$ cat src/rtl/mem_ctrl_pkg.sv
// Shared encodings for the latency-modelling memory controller:
// command/size codes, the controller FSM states and the byte-lane mask.
package mem_ctrl_pkg;

   localparam logic CMD_RD = 1'b0;
   localparam logic CMD_WR = 1'b1;

   typedef enum logic [1:0] {
      SZ_B   = 2'd0,
      SZ_H   = 2'd1,
      SZ_W   = 2'd2,
      SZ_RSV = 2'd3
   } size_e;

   typedef enum logic [1:0] {
      S_IDLE    = 2'd0,
      S_RD_WAIT = 2'd1,
      S_RD_RESP = 2'd2,
      S_WR_DATA = 2'd3
   } state_e;

   // Byte lanes touched by an access of the given size at a word offset.
   function automatic logic [3:0] lane_mask(
      input size_e      size,
      input logic [1:0] off
   );
      logic [3:0] m;
      case (size)
         SZ_B:    m = 4'b0001 << off;
         SZ_H:    m = 4'b0011 << off;
         SZ_W:    m = 4'b1111;
         default: m = 4'b0000;
      endcase
      return m;
   endfunction

endpackage

$ cat src/rtl/mem_req_fifo.sv
// Command queue for the memory controller: power-of-2 depth FIFO.
// Ports: push_i/push_data_i write side, pop_i/head_o read side, full_o/empty_o.
module mem_req_fifo #(
   parameter int p_WIDTH = 8,
   parameter int p_DEPTH = 4
) (
   input  logic               clk,
   input  logic               rst,
   input  logic               push_i,
   input  logic [p_WIDTH-1:0] push_data_i,
   input  logic               pop_i,
   output logic [p_WIDTH-1:0] head_o,
   output logic               full_o,
   output logic               empty_o
);

   localparam int PW = $clog2(p_DEPTH);
   localparam logic [PW:0] FULL_CNT = (PW+1)'(p_DEPTH);

   logic [p_WIDTH-1:0] buf_q [p_DEPTH];
   logic [PW-1:0]      wr_ptr_q;
   logic [PW-1:0]      rd_ptr_q;
   logic [PW:0]        cnt_q;
   logic               do_push;
   logic               do_pop;

   assign full_o  = (cnt_q == FULL_CNT);
   assign empty_o = (cnt_q == '0);
   assign do_push = push_i && !full_o;
   assign do_pop  = pop_i && !empty_o;
   assign head_o  = buf_q[rd_ptr_q];

   always_ff @(posedge clk or negedge rst) begin
      if (!rst) begin
         for (int i = 0; i < p_DEPTH; i++) begin
            buf_q[i] <= '0;
         end
         wr_ptr_q <= '0;
         rd_ptr_q <= '0;
         cnt_q    <= '0;
      end else begin
         if (do_push) begin
            buf_q[wr_ptr_q] <= push_data_i;
            wr_ptr_q        <= wr_ptr_q + PW'(1);
         end
         if (do_pop) begin
            rd_ptr_q <= rd_ptr_q + PW'(1);
         end
         case ({do_push, do_pop})
            2'b10:   cnt_q <= cnt_q + (PW+1)'(1);
            2'b01:   cnt_q <= cnt_q - (PW+1)'(1);
            default: cnt_q <= cnt_q;
         endcase
      end
   end

endmodule

$ cat src/rtl/mem_lat_ctrl.sv
// Memory controller with fixed read latency in front of a word-wide array.
// Ports: mem_* command/read/write channels, addr/rden/rddata/wren/wrstrb/wrdata array.
module mem_lat_ctrl
   import mem_ctrl_pkg::*;
#(
   parameter int p_ADDR_BITS  = 32,
   parameter int p_DATA_BITS  = 32,
   parameter int p_STRB_BITS  = p_DATA_BITS / 8,
   parameter int p_RD_LATENCY = 2,
   parameter int p_REQ_DEPTH  = 4,
   parameter int p_MEM_BYTES  = 262144
) (
   input  logic                   clk,
   input  logic                   rst,
   input  logic [p_ADDR_BITS-1:0] mem_addr,
   input  logic                   mem_cmd,
   input  logic [1:0]             mem_size,
   input  logic                   mem_valid,
   output logic                   mem_ready,
   output logic                   mem_r_valid,
   input  logic                   mem_r_ready,
   output logic [p_DATA_BITS-1:0] mem_r_data,
   output logic                   mem_r_resp,
   input  logic                   mem_w_valid,
   output logic                   mem_w_ready,
   input  logic [p_STRB_BITS-1:0] mem_w_strb,
   input  logic [p_DATA_BITS-1:0] mem_w_data,
   output logic                   mem_w_resp,
   output logic [p_ADDR_BITS-1:0] addr,
   output logic                   rden,
   input  logic [p_DATA_BITS-1:0] rddata,
   output logic                   wren,
   output logic [p_STRB_BITS-1:0] wrstrb,
   output logic [p_DATA_BITS-1:0] wrdata
);

   localparam int         EW      = p_ADDR_BITS + 4;
   localparam logic [3:0] LAT_END = 4'(p_RD_LATENCY - 1);
   localparam logic [p_ADDR_BITS:0] MEM_END =
      (p_ADDR_BITS+1)'(p_MEM_BYTES);

   // Request classification at push time
   logic [3:0]             req_nbytes;
   logic [p_ADDR_BITS:0]   req_end;
   logic                   req_misal;
   logic                   req_err;

   always_comb begin
      req_nbytes = 4'd1 << mem_size;
      req_end    = {1'b0, mem_addr} + (p_ADDR_BITS+1)'(req_nbytes);
      case (size_e'(mem_size))
         SZ_H:    req_misal = mem_addr[0];
         SZ_W:    req_misal = |mem_addr[1:0];
         default: req_misal = 1'b0;
      endcase
      req_err = (size_e'(mem_size) == SZ_RSV)
             || req_misal
             || (req_end > MEM_END);
   end

   // Command queue
   logic                   fifo_full;
   logic                   fifo_empty;
   logic                   push;
   logic                   pop;
   logic [EW-1:0]          head;
   logic [p_ADDR_BITS-1:0] h_addr;
   logic                   h_cmd;
   logic [1:0]             h_size;
   logic                   h_err;
   logic [p_ADDR_BITS-1:0] h_word;

   // Gated by rst so the port reads 0 while the block is held in reset.
   assign mem_ready = rst && !fifo_full;
   assign push      = mem_valid && mem_ready;

   assign {h_addr, h_cmd, h_size, h_err} = head;
   assign h_word = {h_addr[p_ADDR_BITS-1:2], 2'b00};

   mem_req_fifo #(
      .p_WIDTH (EW),
      .p_DEPTH (p_REQ_DEPTH)
   ) u_fifo (
      .clk         (clk),
      .rst         (rst),
      .push_i      (push),
      .push_data_i ({mem_addr, mem_cmd, mem_size, req_err}),
      .pop_i       (pop),
      .head_o      (head),
      .full_o      (fifo_full),
      .empty_o     (fifo_empty)
   );

   // Controller FSM
   state_e                 state_q;
   logic [3:0]             lat_q;
   logic [p_DATA_BITS-1:0] rbuf_q;
   logic [p_DATA_BITS-1:0] cap_data;
   logic [p_DATA_BITS-1:0] resp_data;
   logic                   r_valid_q;
   logic [p_DATA_BITS-1:0] r_data_q;
   logic                   r_resp_q;
   logic                   w_ready_q;
   logic                   w_resp_q;
   logic                   rden_q;
   logic                   wren_q;
   logic [p_ADDR_BITS-1:0] addr_q;
   logic [p_STRB_BITS-1:0] wrstrb_q;
   logic [p_DATA_BITS-1:0] wrdata_q;

   assign pop = ((state_q == S_RD_RESP) && mem_r_ready)
             || ((state_q == S_WR_DATA) && mem_w_valid);

   // rden only fires for good reads, so an error read captures 0.
   assign cap_data  = rden_q ? rddata : '0;
   // With a latency of 1 the capture and the response share a cycle.
   assign resp_data = (lat_q == '0) ? cap_data : rbuf_q;

   always_ff @(posedge clk or negedge rst) begin
      if (!rst) begin
         state_q   <= S_IDLE;
         lat_q     <= '0;
         rbuf_q    <= '0;
         r_valid_q <= 1'b0;
         r_data_q  <= '0;
         r_resp_q  <= 1'b0;
         w_ready_q <= 1'b0;
         w_resp_q  <= 1'b0;
         rden_q    <= 1'b0;
         wren_q    <= 1'b0;
         addr_q    <= '0;
         wrstrb_q  <= '0;
         wrdata_q  <= '0;
      end else begin
         rden_q <= 1'b0;
         wren_q <= 1'b0;
         case (state_q)
            S_IDLE: begin
               if (!fifo_empty) begin
                  if (h_cmd == CMD_RD) begin
                     state_q <= S_RD_WAIT;
                     lat_q   <= '0;
                     rden_q  <= !h_err;
                     if (!h_err) begin
                        addr_q <= h_word;
                     end
                  end else begin
                     state_q   <= S_WR_DATA;
                     w_ready_q <= 1'b1;
                     w_resp_q  <= h_err;
                  end
               end
            end
            S_RD_WAIT: begin
               if (lat_q == '0) begin
                  rbuf_q <= cap_data;
               end
               if (lat_q == LAT_END) begin
                  state_q   <= S_RD_RESP;
                  r_valid_q <= 1'b1;
                  r_data_q  <= resp_data;
                  r_resp_q  <= h_err;
               end else begin
                  lat_q <= lat_q + 4'd1;
               end
            end
            S_RD_RESP: begin
               if (mem_r_ready) begin
                  state_q   <= S_IDLE;
                  r_valid_q <= 1'b0;
                  r_data_q  <= '0;
                  r_resp_q  <= 1'b0;
               end
            end
            S_WR_DATA: begin
               if (mem_w_valid) begin
                  state_q   <= S_IDLE;
                  w_ready_q <= 1'b0;
                  w_resp_q  <= 1'b0;
                  wren_q    <= !h_err;
                  if (!h_err) begin
                     addr_q   <= h_word;
                     wrdata_q <= mem_w_data;
                     wrstrb_q <= mem_w_strb
                              & lane_mask(size_e'(h_size), h_addr[1:0]);
                  end
               end
            end
            default: state_q <= S_IDLE;
         endcase
      end
   end

   assign mem_r_valid = r_valid_q;
   assign mem_r_data  = r_data_q;
   assign mem_r_resp  = r_resp_q;
   assign mem_w_ready = w_ready_q;
   assign mem_w_resp  = w_resp_q;
   assign rden        = rden_q;
   assign wren        = wren_q;
   assign addr        = addr_q;
   assign wrstrb      = wrstrb_q;
   assign wrdata      = wrdata_q;

endmodule

$ cat config.mk
export PLATFORM = sky130hd
export DESIGN_NAME = mem_lat_ctrl
export DESIGN_NICKNAME = d
export VERILOG_FILES = /design/src/rtl/mem_ctrl_pkg.sv /design/src/rtl/mem_req_fifo.sv /design/src/rtl/mem_lat_ctrl.sv
export SDC_FILE = /design/constraint.sdc
export NUM_CORES = 1
export LEC_CHECK = 0
export BUFFER_PORTS_ARGS = -buffer_cell sky130_fd_sc_hd__buf_2
export CAP_MARGIN = 20
export CORE_ASPECT_RATIO = 1.4
export CORE_MARGIN = 2
export CORE_UTILIZATION = 57
export DETAILED_ROUTE_END_ITERATION = 7
export GPL_ROUTABILITY_DRIVEN = 0
export PLACE_DENSITY = 0.8
export SLEW_MARGIN = 20
export SYNTH_ARGS = -nofsm -noshare
export SYNTH_HDL_FRONTEND = slang
export SYNTH_SLANG_ARGS = --single-unit
$ cat constraint.sdc
create_clock -name clk -period 3 [get_ports clk]
set_input_delay 0.45 -clock clk [delete_from_list [all_inputs] [get_ports clk]]
set_output_delay 0.45 -clock clk [all_outputs]
set_load 0.1 [all_outputs]
==> flow_results.org <==
** Status
- The flow ran to the end, and the final reports show no timing, DRC or antenna violations.

** GRT
- The total overflow left after global routing is 0.
- Antenna violations before repair :: 0
- Via count of the first global-routing pass :: 9323
- First-pass GRT wire length :: roughly 48 mm
- Largest net degree at the start of global routing :: roughly 180
- Combined global-route utilization of all metal layers :: 0.2398

** Setup path
- The worst setup path is captured at a flop.
- Highest net fanout along the worst path :: 6
- STA puts the critical path data required time at ~3400 ps.
- Data arrival time of the critical path :: roughly 2900 ps
- The critical path in this run is classified as in2reg.
- Crit path launch type :: primary input

** Flow run
- Max-cap violations in this run came to 0.

** Detailed routing
- Iteration-0 DRC Markers :: 604
- Vias post-DR :: 9321
- The count of nets left with antenna violations once routing finished came out at 0.
- Final wirelength :: between 20 and 30 mm
- Dividing the detail-routed via count by the number of cells gives 5.793.
- The pre-antenna-repair detailed-routing pass consisted of 5 iterations.
- After detailed routing, the average wire length per cell comes to 18.31 um.
- DRC Markers :: 0

** Synth
- After synthesis, the largest family of logic cells by area is multiplexers.
- Count of unique library cells instantiated by Yosys :: 68
- Share of cell area taken by muxes after synthesis :: 0.2172
- In the synthesized netlist the dominant register cell turns out to be sky130_fd_sc_hd__dfrtp_1.
- Post-synthesis share of cell area spent on full adders, half adders and majority gates :: 0.02186
- Of the synthesized area, sequential elements account for 0.5428.
- Count of state elements after synthesis :: 293
- Synthesis handed over a netlist of 1090 instances.
- Synth async-reset ratio :: 1.000
- Count of flip-flops with a built-in enable after synthesis :: 0
- Average cell area after synthesis :: 12.39 um^2
- Area of the mapped netlist :: 13510 um^2
- Of the total synthesized cell area, the portion taken by XOR and XNOR cells is 0.01093.
- Of the total synthesized cell area, the portion taken by AND, OR, NAND and NOR gates is 0.08763.
- Compound-cell area share of the yosys netlist :: 0.08782
- Yosys printed 0 warnings.

** Place
- Timing analysis after detailed placement gives a worst setup slack of -19.68 ps.
- Cells after DPL :: about 1600
- The wire-length estimate of the detail-placed layout is 20.14 mm.
- Input/output buffers :: 212
- Summing all placed instances gives a cell area of ~15000 um^2.

** Finish
- Ratio of cells with drive above 1 in the final layout :: 0.3830
- The finished cells cover about 16000 um^2.
- Area occupied by registers :: ~7300 um^2
- Total Nets Final :: 1416
- The multi-input combinational cells in the finished layout cover a total of 5763 um^2.
- Diode insertion count for antenna repair :: 0
- Final Instance Count excl. Fillers :: 1609
- # fillers :: 1715
- From synthesis to final layout, the design area changed by 16.99%.

** Clock tree
- Number of cells upsized or downsized after cts :: 0
- Clock tree from TritonCTS :: yes
- Level count of the clock H-tree :: 1
- The clock passes through at most 3 buffers.
- Number of buffers created by CTS :: 27
- The tree is rooted in a sky130_fd_sc_hd__clkbuf_16.
- Number of buffers added for setup after CTS :: 0
- In this run, post-CTS hold repair placed 0 buffers.
- At the later pin of the worst-skew pair, clock insertion delay measures about 530 ps.
- Clock-pin slew was measured on the worst setup and hold paths at 60 ps.
- For this design, the sink count on the clock tree is 293.

** Worst hold path
- Type of the most critical hold path :: in2async

** STA
- Number of hold-slack violations in the final timing report :: 0
- The final number of max-transition violations is 0.
- Clock skew on the completed layout was measured at around 12 ps.
- Final Setup Violations :: 0
- Crit path setup slack, layout :: a little under 500 ps
- Headroom to the max-slew limit came out at 0.3542.
- Max Freq :: 398.7 MHz
- Transition at the pin with the smallest max-transition slack :: a little under 1000 ps
- Setup repair after global routing left no endpoint under its margin.
- Final Critical Period :: 2508 ps
- Dividing the final minimum period by the clock period gives 0.8360.

** Floorplan
- For this configuration, the core starts out at a cell density of 0.5800.
- Floorplan row count :: 66
- Die width :: 134.1 um
- Die H :: about 190 um
- The total area inside the core boundary comes to 23290 um^2.
- Overall die area :: ~25000 um^2
- 215 I/O pins were placed.

** Power
- For this design the static power due to leakage is 0.007455 uW.
- Relative contribution of combinational cells to total power :: 0.486
- Power share of the clock group :: 0.177
- Internal power :: 10820 uW
- Of the total power, registers draw 0.337.
- P_sw :: 9085 uW
- Power per standard cell area :: between 1000 and 1500 nW/um^2
- IR analysis of the VDD net gives a maximum drop of between 0.9 and 1 mV.
- Of the total power, the share spent switching nets is 0.4564.
[critical path, stage by stage]
cell	delay [ps]
sky130_fd_sc_hd__buf_2	120
sky130_fd_sc_hd__inv_1	100
sky130_fd_sc_hd__ha_1	240
sky130_fd_sc_hd__ha_1	340
sky130_fd_sc_hd__a31o_4	260
sky130_fd_sc_hd__a21oi_2	270
sky130_fd_sc_hd__o2111ai_1	140
sky130_fd_sc_hd__a211o_1	320
sky130_fd_sc_hd__a2111oi_2	230
sky130_fd_sc_hd__a41o_1	280
sky130_fd_sc_hd__a41oi_1	130
[sequential cells by signal (all words and copies together) (netlist names), 2 cells and up]
register,cells
addr,30
lat_q,4
mem_r_data,32
rbuf_q,32
state_q,2
u_fifo.buf_q,144
u_fifo.cnt_q,3
u_fifo.rd_ptr_q,2
u_fifo.wr_ptr_q,2
wrdata,32
wrstrb,4
[area by class of cell]
cell class	instances	share of cell area
clock buffer	33	0.04672
clock inverter	14	0.01164
multi-input combinational	702	0.3647
tap	306	0.02423
timing repair buffer	240	0.08362
inverter	21	0.004989
sequential	293	0.4641
[logic make-up after synthesis]
logic type,after synthesis
flip-flops,293
AND/OR/NAND/NOR,235
multiplexers,225
AO/OA/AOI/OAI,201
buffers and inverters,96
adder cells (fa/ha/maj),23
XOR/XNOR,16
other,1
[worst paths after layout]
kind | start | endpoint | slack [ps] | cells after the start
worst max-delay path | mem_size[0] | u_fifo.buf_q[108] | 490 | 11
worst min register to register | mem_r_data[4] | mem_r_data[4] | 470 | 2
worst max register to register | state_q[0] | u_fifo.cnt_q[2] | 550 | 10
max in group asynchronous | rst | u_fifo.buf_q[15] | 1540 | 3
min in group clk | mem_w_strb[3] | wrstrb[3] | 150 | 3
worst min-delay path | rst | wren | 70 | 2
[routing by layer]
metal	vias to the layer above	wire, um	GRT usage
met3	44	1541	0.03008
met4	0	534	0.06021
met2	284	15770	0.4509
li1	4296	-	-
met5	-	0	0
met1	4697	11610	0.2941
[cells in the final DEF (no fill, tap or decap), types with 3 or more instances in the layout]
cell	instances
sky130_fd_sc_hd__and4_1	4
sky130_fd_sc_hd__xnor2_1	8
sky130_fd_sc_hd__dfrtp_1	292
sky130_fd_sc_hd__and3_1	41
sky130_fd_sc_hd__clkinvlp_4	4
sky130_fd_sc_hd__bufinv_16	4
sky130_fd_sc_hd__buf_4	26
sky130_fd_sc_hd__mux2_1	33
sky130_fd_sc_hd__nor2b_1	4
sky130_fd_sc_hd__o21ai_0	78
sky130_fd_sc_hd__clkbuf_8	4
sky130_fd_sc_hd__nor2_1	43
sky130_fd_sc_hd__clkbuf_16	27
sky130_fd_sc_hd__mux4_2	36
sky130_fd_sc_hd__nor3_1	10
sky130_fd_sc_hd__and2_1	4
sky130_fd_sc_hd__a31oi_1	5
sky130_fd_sc_hd__ha_1	21
sky130_fd_sc_hd__a21oi_1	77
sky130_fd_sc_hd__nor3b_1	3
sky130_fd_sc_hd__mux2_2	152
sky130_fd_sc_hd__o2111ai_1	4
sky130_fd_sc_hd__nand3_1	16
sky130_fd_sc_hd__xor2_1	7
sky130_fd_sc_hd__mux2i_1	4
sky130_fd_sc_hd__inv_1	20
sky130_fd_sc_hd__a41o_1	3
sky130_fd_sc_hd__buf_12	3
sky130_fd_sc_hd__nand2_1	91
sky130_fd_sc_hd__clkinv_2	5
sky130_fd_sc_hd__a21oi_2	4
sky130_fd_sc_hd__buf_2	210
sky130_fd_sc_hd__or3_1	3
sky130_fd_sc_hd__a311oi_1	4
[power by group through the flow]
stage                     clock network, uW  registers [uW]  logic (uW)
after CTS                              3610            6690        9760
after detailed placement                  0            6740        9710
after floorplan                           0           10300        4160
after global placement                    0            6610        9490
final                                  3530            6700        9670
after global routing                   3780            6910       10300
[synthesized netlist by cell type, types with 4 or more instances]
master / n / area share
sky130_fd_sc_hd__nand3_1: 16 / 0.0059
sky130_fd_sc_hd__and4_1: 4 / 0.0026
sky130_fd_sc_hd__dfrtp_1: 293 / 0.54
sky130_fd_sc_hd__a21oi_1: 77 / 0.029
sky130_fd_sc_hd__mux2i_1: 4 / 0.0030
sky130_fd_sc_hd__nor2_1: 43 / 0.012
sky130_fd_sc_hd__nand2_1: 91 / 0.025
sky130_fd_sc_hd__a311oi_1: 4 / 0.0026
sky130_fd_sc_hd__clkbuf_1: 42 / 0.012
sky130_fd_sc_hd__mux2_2: 152 / 0.13
sky130_fd_sc_hd__xor2_1: 7 / 0.0045
sky130_fd_sc_hd__mux2_1: 33 / 0.028
sky130_fd_sc_hd__buf_2: 20 / 0.0074
sky130_fd_sc_hd__o2111ai_1: 4 / 0.0026
sky130_fd_sc_hd__buf_4: 8 / 0.0044
sky130_fd_sc_hd__and2_1: 4 / 0.0019
sky130_fd_sc_hd__a31oi_1: 6 / 0.0028
sky130_fd_sc_hd__nor3_1: 10 / 0.0037
sky130_fd_sc_hd__ha_1: 22 / 0.020
sky130_fd_sc_hd__inv_1: 20 / 0.0056
sky130_fd_sc_hd__xnor2_1: 8 / 0.0052
sky130_fd_sc_hd__mux4_2: 36 / 0.060
sky130_fd_sc_hd__a21oi_2: 4 / 0.0026
sky130_fd_sc_hd__o21ai_0: 78 / 0.029
sky130_fd_sc_hd__nor2b_1: 4 / 0.0019
sky130_fd_sc_hd__and3_1: 41 / 0.019
[per-stage QoR]
| stage | util | hold slack, ps | TNS [ps] | total power [uW] |
|---|---|---|---|---|
| final | 0.6785 | 69.03 | 0 | 19900 |
| after CTS | 0.6785 | 79.05 | 0 | 20060 |
| after global placement | 0.6389 | 454.9 | 0 | 16100 |
| after detailed placement | 0.6389 | 465.3 | -26.83 | 16450 |
| after floorplan | - | 154.4 | 0 | 14450 |
| after global routing | 0.6785 | 132.5 | 0 | 21030 |
Note: power is estimated with default switching activity, not from simulation.
